### src/rtl/hbridge_deadtime.sv
// H-bridge gate stage: turns a two-leg PWM drive into four gate enables with
// programmable dead-time, a latched fault shutdown and a master enable.

module hbridge_deadtime_leg #(
  parameter int DT_W = 8
) (
  input  logic            a_50_MHZ_CLK,
  input  logic            reset_n,
  input  logic            kill,
  input  logic            pwm,
  input  logic [DT_W-1:0] load_val,
  output logic            gate_hi,
  output logic            gate_lo,
  output logic [2:0]      state
);

  typedef enum logic [2:0] {
    S_OFF   = 3'd0,
    S_DT_HI = 3'd1,
    S_HI    = 3'd2,
    S_DT_LO = 3'd3,
    S_LO    = 3'd4
  } leg_state_e;

  leg_state_e        cur_state;
  leg_state_e        next_state;
  logic [DT_W-1:0]   cnt;
  logic [DT_W-1:0]   cnt_next;

  always_ff @(posedge a_50_MHZ_CLK or negedge reset_n) begin
    if (!reset_n) begin
      cur_state <= S_OFF;
      cnt       <= '0;
      gate_hi   <= 1'b0;
      gate_lo   <= 1'b0;
    end else begin
      cur_state <= next_state;
      cnt       <= cnt_next;
      // Gates are flops decoded from the next state, so a leg can never
      // assert both sides and the pins carry no decode glitches.
      gate_hi   <= (next_state == S_HI);
      gate_lo   <= (next_state == S_LO);
    end
  end

  always_comb begin
    next_state = cur_state;
    cnt_next   = cnt;
    if (kill) begin
      next_state = S_OFF;
    end else begin
      case (cur_state)
        S_OFF: begin
          next_state = pwm ? S_DT_HI : S_DT_LO;
          cnt_next   = load_val;
        end
        S_DT_HI: begin
          // Abort goes straight back: the low side is still the safe side.
          if (!pwm)              next_state = S_LO;
          else if (cnt == '0)    next_state = S_HI;
          else                   cnt_next   = cnt - DT_W'(1);
        end
        S_HI: begin
          if (!pwm) begin
            next_state = S_DT_LO;
            cnt_next   = load_val;
          end
        end
        S_DT_LO: begin
          if (pwm)               next_state = S_HI;
          else if (cnt == '0)    next_state = S_LO;
          else                   cnt_next   = cnt - DT_W'(1);
        end
        S_LO: begin
          if (pwm) begin
            next_state = S_DT_HI;
            cnt_next   = load_val;
          end
        end
        default: next_state = S_OFF;
      endcase
    end
  end

  assign state = cur_state;

endmodule

module hbridge_deadtime #(
  parameter int DT_W       = 8,
  parameter int DEFAULT_DT = 10
) (
  input  logic        a_50_MHZ_CLK,
  input  logic        reset_n,
  input  logic [1:0]  address,
  input  logic        chipselect,
  input  logic        write_n,
  input  logic [31:0] writedata,
  output logic [31:0] readdata,
  input  logic [1:0]  pwm_in,
  input  logic        fault_n,
  output logic [1:0]  gate_hi,
  output logic [1:0]  gate_lo,
  output logic        fault
);

  logic [DT_W-1:0]  dead_time;
  logic [DT_W-1:0]  dt_load;
  logic             enable;
  logic             sync1;
  logic             sync2;
  logic             fault_s;
  logic             wr;
  logic             kill;
  logic [1:0][2:0]  leg_state;
  logic             unused_wdata;

  assign wr           = chipselect && !write_n;
  assign fault_s      = ~sync2;
  assign kill         = fault || fault_s || !enable;
  assign unused_wdata = ^writedata[31:DT_W];
  // A zero register still yields one all-off cycle.
  assign dt_load      = (dead_time == '0) ? '0 : dead_time - DT_W'(1);

  always_ff @(posedge a_50_MHZ_CLK or negedge reset_n) begin
    if (!reset_n) begin
      dead_time <= DT_W'(DEFAULT_DT);
      enable    <= 1'b0;
      fault     <= 1'b0;
      sync1     <= 1'b1;
      sync2     <= 1'b1;
    end else begin
      sync1 <= fault_n;
      sync2 <= sync1;
      if (wr && address == 2'd0) dead_time <= writedata[DT_W-1:0];
      if (wr && address == 2'd1) enable    <= writedata[0];
      // Set has priority over a clear landing in the same cycle.
      if (fault_s)
        fault <= 1'b1;
      else if (wr && address == 2'd1 && writedata[1])
        fault <= 1'b0;
    end
  end

  for (genvar g = 0; g < 2; g++) begin : g_leg
    hbridge_deadtime_leg #(.DT_W(DT_W)) u_leg (
      .a_50_MHZ_CLK (a_50_MHZ_CLK),
      .reset_n      (reset_n),
      .kill         (kill),
      .pwm          (pwm_in[g]),
      .load_val     (dt_load),
      .gate_hi      (gate_hi[g]),
      .gate_lo      (gate_lo[g]),
      .state        (leg_state[g])
    );
  end

  always_ff @(posedge a_50_MHZ_CLK or negedge reset_n) begin
    if (!reset_n) begin
      readdata <= '0;
    end else begin
      case (address)
        2'd0:    readdata <= 32'(dead_time);
        2'd1:    readdata <= {30'b0, fault, enable};
        2'd2:    readdata <= {26'b0, leg_state[1], leg_state[0]};
        default: readdata <= '0;
      endcase
    end
  end

endmodule
### config.mk
export PLATFORM = sky130hd
export DESIGN_NAME = hbridge_deadtime
export DESIGN_NICKNAME = d
export VERILOG_FILES = /design/src/rtl/hbridge_deadtime.sv
export SDC_FILE = /design/constraint.sdc
export NUM_CORES = 1
export LEC_CHECK = 0
export ABC_AREA = 1
export BUFFER_PORTS_ARGS = -buffer_cell sky130_fd_sc_hd__buf_2
export CAP_MARGIN = 25
export CORE_MARGIN = 10
export CORE_UTILIZATION = 40
export DETAILED_ROUTE_END_ITERATION = 16
export GPL_TIMING_DRIVEN = 1
export PLACE_DENSITY_LB_ADDON = 0.12
export SLEW_MARGIN = 20
export SYNTH_ARGS = -nofsm -noshare
export SYNTH_HDL_FRONTEND = slang
export SYNTH_HIERARCHICAL = 1
export SYNTH_SLANG_ARGS = --single-unit
### constraint.sdc
create_clock -name a_50_MHZ_CLK -period 4.5 [get_ports a_50_MHZ_CLK]
set_input_delay 0.9 -clock a_50_MHZ_CLK [delete_from_list [all_inputs] [get_ports a_50_MHZ_CLK]]
set_output_delay 0.9 -clock a_50_MHZ_CLK [all_outputs]
set_load 0.005 [all_outputs]
== Word level (Yosys, flattened, before mapping) ==
Cells that the tools add are included.
W data, S select, Z words.

* Add/subtract/negate cells: 3
* Equality and inequality tests: 23
* Muxes and demuxes: 34
* Bitwise operators: 2
* Reduce and logical (&&, ||, !) cells: 18

{| class="wikitable"
|+ Operators by type and width
! cell !! count
|-
| $mux W8 || 11
|-
| $pmux W8 S5 || 2
|-
| $mux W3 || 14
|-
| $pmux W3 S5 || 2
|-
| $logic_not A8 Y1 || 3
|-
| $pmux W8 S3 || 1
|-
| $sub A8 B1 Y8 const B || 3
|-
| $eq A3 B2 Y1 const B || 6
|-
| $ne A2 B2 Y1 const B || 8
|-
| $eq A3 B3 Y1 const B || 4
|-
| $reduce_and A6 Y1 || 2
|-
| $reduce_bool A5 Y1 || 2
|-
| $eq A3 B1 Y1 const B || 2
|-
| $logic_not A3 Y1 || 2
|-
| $logic_and A1 B1 Y1 || 4
|-
| $mux W2 || 2
|-
| $eq A2 B1 Y1 const B || 1
|-
| $eq A2 B2 Y1 const B || 1
|-
| $logic_not A1 Y1 || 2
|-
| $logic_not A2 Y1 || 1
|-
| $logic_or A1 B1 Y1 || 2
|-
| $mux W1 || 2
|-
| $ne A2 B1 Y1 const B || 1
|-
| $not A1 Y1 || 2
|}

* Register bits after elaboration: 70
* Word-level logic and storage cells: 94
* Input port bits: 41

== Logic depth before layout (Yosys ltp) ==
* Depth in word-level cells: 6
* Gate-level depth with buffers: 11

== Hierarchy ==
The synthesis kept the hierarchy.

{| class="wikitable"
|+ By module, submodules not included
! module !! seq. area each (sq um) !! area an instance (sq um) !! instances !! cells an instance
|-
| hbridge_deadtime_leg || 325.3 || 835.8 || 2 || 127
|-
| hbridge_deadtime || 505.5 || 1,221.2 || 1 || 147
|}

== Worst setup path after synthesis ==
No wires, ideal clock.

* Path type: input to register
* From: in pwm_in[0]
* To: reg g_leg[0].u_leg.cnt[0]
* Stages on the path: 6
* Arrival: 1.475 ns
* Buffers on the path: 1
* Data required time: 4.373 ns
* Slack: 2.898 ns
* Library setup time: 0.127 ns
* Path through: nor2_1 > nand2_2 > nand3_1 > nor2_2 > buf_6 > o21ai_0

* Cells in the longest elaborated chain, start to end: 2
* Elaborated cells on any way between the ends: 5
* Classes of those cells: eq/ne (4); reduce/logical (1)

{| class="wikitable"
|+ RTL lines
! item !! line !! text
|-
| from (decl) || 100 || <nowiki>input logic [1:0] pwm_in,</nowiki>
|-
| $ne A2 B2 Y1 (no source line) || - ||
|-
| $reduce_and A6 Y1 (no source line) * || - ||
|-
| to (signal assigned) || 38 || <nowiki>cnt <= cnt_next;</nowiki>
|-
| to (decl) || 27 || <nowiki>logic [DT_W-1:0] cnt;</nowiki>
|}

Mark *: on every way between the ends. The rest lies on a longest branch, timed or not.
A chain may end at the register's enable or synchronous reset.

== Final worst setup path ==
* From: reg sync2
* To: reg g_leg[0].u_leg.cnt[1]

* Cells in the longest elaborated chain, start to end: 5

{| class="wikitable"
|+ RTL lines
! item !! line !! text
|-
| from (decl) || 111 || <nowiki>logic sync2;</nowiki>
|-
| from (signal assigned) || 134 || <nowiki>sync2 <= sync1;</nowiki>
|-
| $not A1 Y1 || 119 || <nowiki>assign fault_s = ~sync2;</nowiki>
|-
| $logic_or A1 B1 Y1 (2 in a row) || 120 || <nowiki>assign kill = fault || fault_s || !enable;</nowiki>
|-
| named net kill || 114 || <nowiki>logic kill;</nowiki>
|-
| $not A1 Y1 (no source line) || - ||
|-
| $reduce_and A6 Y1 (no source line) || - ||
|}

The timed path passes the listed nets, and every way through them passes these cells.

==> impl_metrics.env <==
export IMPL_num_antenna_cells=0
export IMPL_placed_area_um2=3040
export IMPL_yosysSeqAreaShare_pct=40.0
export IMPL_synthToLayoutAreaGrowth_pct=8.17
export IMPL_post_cts_buffers=0
export IMPL_syn_area_um2=2890
export IMPL_syn_inst=401
export IMPL_ff2ff_path_depth=7
export IMPL_fin_nets=479
export IMPL_crit_path_end_kind="flip-flop"
export IMPL_final_cell_mix="nand2_1 (111), nor2_1 (51), inv_1 (48)"
export IMPL_switchingPower_uw=352
export IMPL_hold_depth=0
export IMPL_path_clk_slew_ns=0.09
export IMPL_pwr_share_seq_pct=50.7
export IMPL_rsz0062_at_grt="no"
export IMPL_grt_pass1_wl_um=11300
export IMPL_use_met3_pct=3.38
export IMPL_swShare_pct=34.6
export IMPL_start_util_pct=41.9
export IMPL_period_needed_ns=2.03
export IMPL_antenna_found_initial=0
export IMPL_p_per_area_nw_per_um2=326
export IMPL_cp_arrival_ns=2.19
export IMPL_worstPathMaxFanout=14
export IMPL_hold_path_class="flip-flop to flip-flop"
export IMPL_critPathKind="flip-flop to flip-flop"
export IMPL_maxSlewViolCount=0
export IMPL_dieArea_um2=11000
export IMPL_place_congestion=0.832
export IMPL_startpoint="sync2"
export IMPL_wl_per_cell_um=12.2
export IMPL_vias_per_cell=4.59
export IMPL_portBuffers=29
export IMPL_first_pass_iters=4
export IMPL_clockBufferDepth=2
export IMPL_max_cap_viol_count=0
export IMPL_post_cts_resized=0
export IMPL_timing_final_ws_setup_ns=2.47
export IMPL_synthTopCellsByArea="dfrtp_1 (36%), nand2_1 (14%), nor2_1 (6.6%), buf_4 (6.2%), inv_1 (6.2%)"
export IMPL_die_x_um=105
export IMPL_die_height_um=105
export IMPL_finalPower_mw=1.02
export IMPL_htree_levels=2
export IMPL_synth_avg_cell_area_um2=7.21
export IMPL_drive_gt1_share_pct=17.3
export IMPL_critical_path_required_ns=4.66
export IMPL_internal_power_uw=667
export IMPL_vdd_drop_max_mv=0.145
export IMPL_rows=30
export IMPL_grt_overflow_total=0
export IMPL_tns_ns=0
export IMPL_setup_viol_count_final=0
export IMPL_yosys_cell_types_count=26
export IMPL_ant_nets=0
export IMPL_grt_start_max_net_pins=29
export IMPL_dpl_hpwl_um=4980
export IMPL_cts_made_buffers=5
export IMPL_clockRootBuffer="clkbuf_8"
export IMPL_relSlewSlack_pct=61.4
export IMPL_final_common_cell="nand2_1"
export IMPL_combPwrFrac_pct=24.4
export IMPL_hold_buffers=0
export IMPL_p_leak_nw=1.64
export IMPL_use_met1_pct=15.0
export IMPL_io_pins=78
export IMPL_synth_warnings=6
export IMPL_synth_top_cell_area_share_pct=36.3
export IMPL_tightestPinTransition_ns=0.578
export IMPL_utilization_pct=45.3
export IMPL_busiest_layer="met2"
export IMPL_synth_seq_cells=46
export IMPL_cts_tree="built"
export IMPL_fmax_mhz=492
export IMPL_drc_errors=0
export IMPL_post_route_period_util_pct=45.2
export IMPL_drtIter0Drc=76
export IMPL_cts_sinks=46
export IMPL_use_met2_pct=19.5
export IMPL_hold_violations=0
export IMPL_clockPowerShare_pct=25.0
export IMPL_min_from="sync1"
export IMPL_grt_pass1_vias=2427
export IMPL_synth_top_area_cell="dfrtp_1"
export IMPL_startpoint_type="flip-flop"
export IMPL_coreArea_um2=6910
export IMPL_design_area_um2=3130
export IMPL_clkLatencyLatePin_ns=0.30
export IMPL_place_ws_ns=2.45
export IMPL_grt_usage_pct=11.9
export IMPL_wl_um=6450
export IMPL_fin_worst_skew_ns=0.00788
export IMPL_crit_reg2reg_launch="sync2"
export IMPL_status="finished, final reports clean"
export IMPL_vias=2430
## power by group through the flow
stage,clock network [mW],registers (mW),logic (mW)
2_1_floorplan,0,0.512,0.198
5_1_grt,0.284,0.526,0.294
3_3_place_gp,0,0.524,0.244
4_1_cts,0.269,0.517,0.251
3_5_place_dp,0,0.524,0.250
6_report,0.254,0.516,0.248
## cell usage after synthesis
library cell and instances:
inv_1 48, dfstp_2 4, buf_4 24, buf_6 3, o21ai_2 2, nor2_4 1, nand3_2 3, conb_1 1
nor3_4 1, nor2_1 51, a21oi_2 7, clkbuf_1 2, o211ai_1 2, nand2_1 111, dfrtp_1 42, nand2_2 7
nor2_2 8, ha_1 6, o21ai_0 28, a21oi_1 11, inv_2 3, nor3_1 2, xor2_1 2, nand3_1 25
or2_2 2, nand4_1 5
## worst max-delay path: stages (launching register included)
cell and delay, ns:
dfstp_2 0.53, inv_1 0.04, nor2_1 0.07, nand2_1 0.21
a21oi_1 0.29, nand3_1 0.13, nor2_2 0.47, o21ai_0 0.16
## registers in the layout (all words and copies together) (netlist names)
register and count:
g_leg.u_leg/state 6, fault 1, g_leg.u_leg/cnt 16, sync1 1
enable 1, sync2 1, readdata 8, g_leg.u_leg/gate_lo 2
g_leg.u_leg/gate_hi 2, dead_time 8
## worst paths after layout
kind / end / slack [ns]
max: g_leg[0].u_leg/cnt[1] / 2.47
min in group asynchronous: g_leg[0].u_leg/state[1] / 0.53
min: sync2 / 0.36
max reg2reg: g_leg[0].u_leg/cnt[1] / 2.47
min reg2reg: sync2 / 0.36
max in group asynchronous: dead_time[3] / 3.39
## kinds of logic (layout without fill, tap and decap cells)
| group | after synthesis | in the layout | share of synthesized area [%] |
|---|---|---|---|
| AO/OA/AOI/OAI | 50 | 50 | 9.99 |
| XOR/XNOR | 2 | 2 | 0.606 |
| adder cells (fa/ha/maj) | 6 | 6 | 2.60 |
| buffers and inverters | 80 | 89 | 14.3 |
| flip-flops | 46 | 46 | 40.0 |
| other | 1 | 24 | 0.130 |
| AND/OR/NAND/NOR | 216 | 216 | 32.4 |
## per-layer routing
layer	up-vias	part of all wire, %	routed length, µm
met1	1103	48	3070
met4	0	0.85	55
li1	1267	-	-
met3	6	6.0	386
met2	54	46	2940
met5	-	0	0
## stage by stage
step	cells	hold slack [ns]
CTS	529	0.362
global placement	520	0.346
global route	529	0.364
floorplan	424	0.345
detailed placement	521	0.348
finish	529	0.361
## cell type report
| class | instances | area, µm² |
|---|---|---|
| flip-flops and latches | 46 | 1160 |
| clock buffers | 6 | 72.6 |
| fillers | 766 | 3780 |
| repair buffers | 30 | 165 |
| multi-input cells | 298 | 1410 |
| well taps | 96 | 120 |
| clock inverters | 2 | 13.8 |
| inverters | 51 | 191 |
No activity file was read; power rests on OpenSTA's default activity.
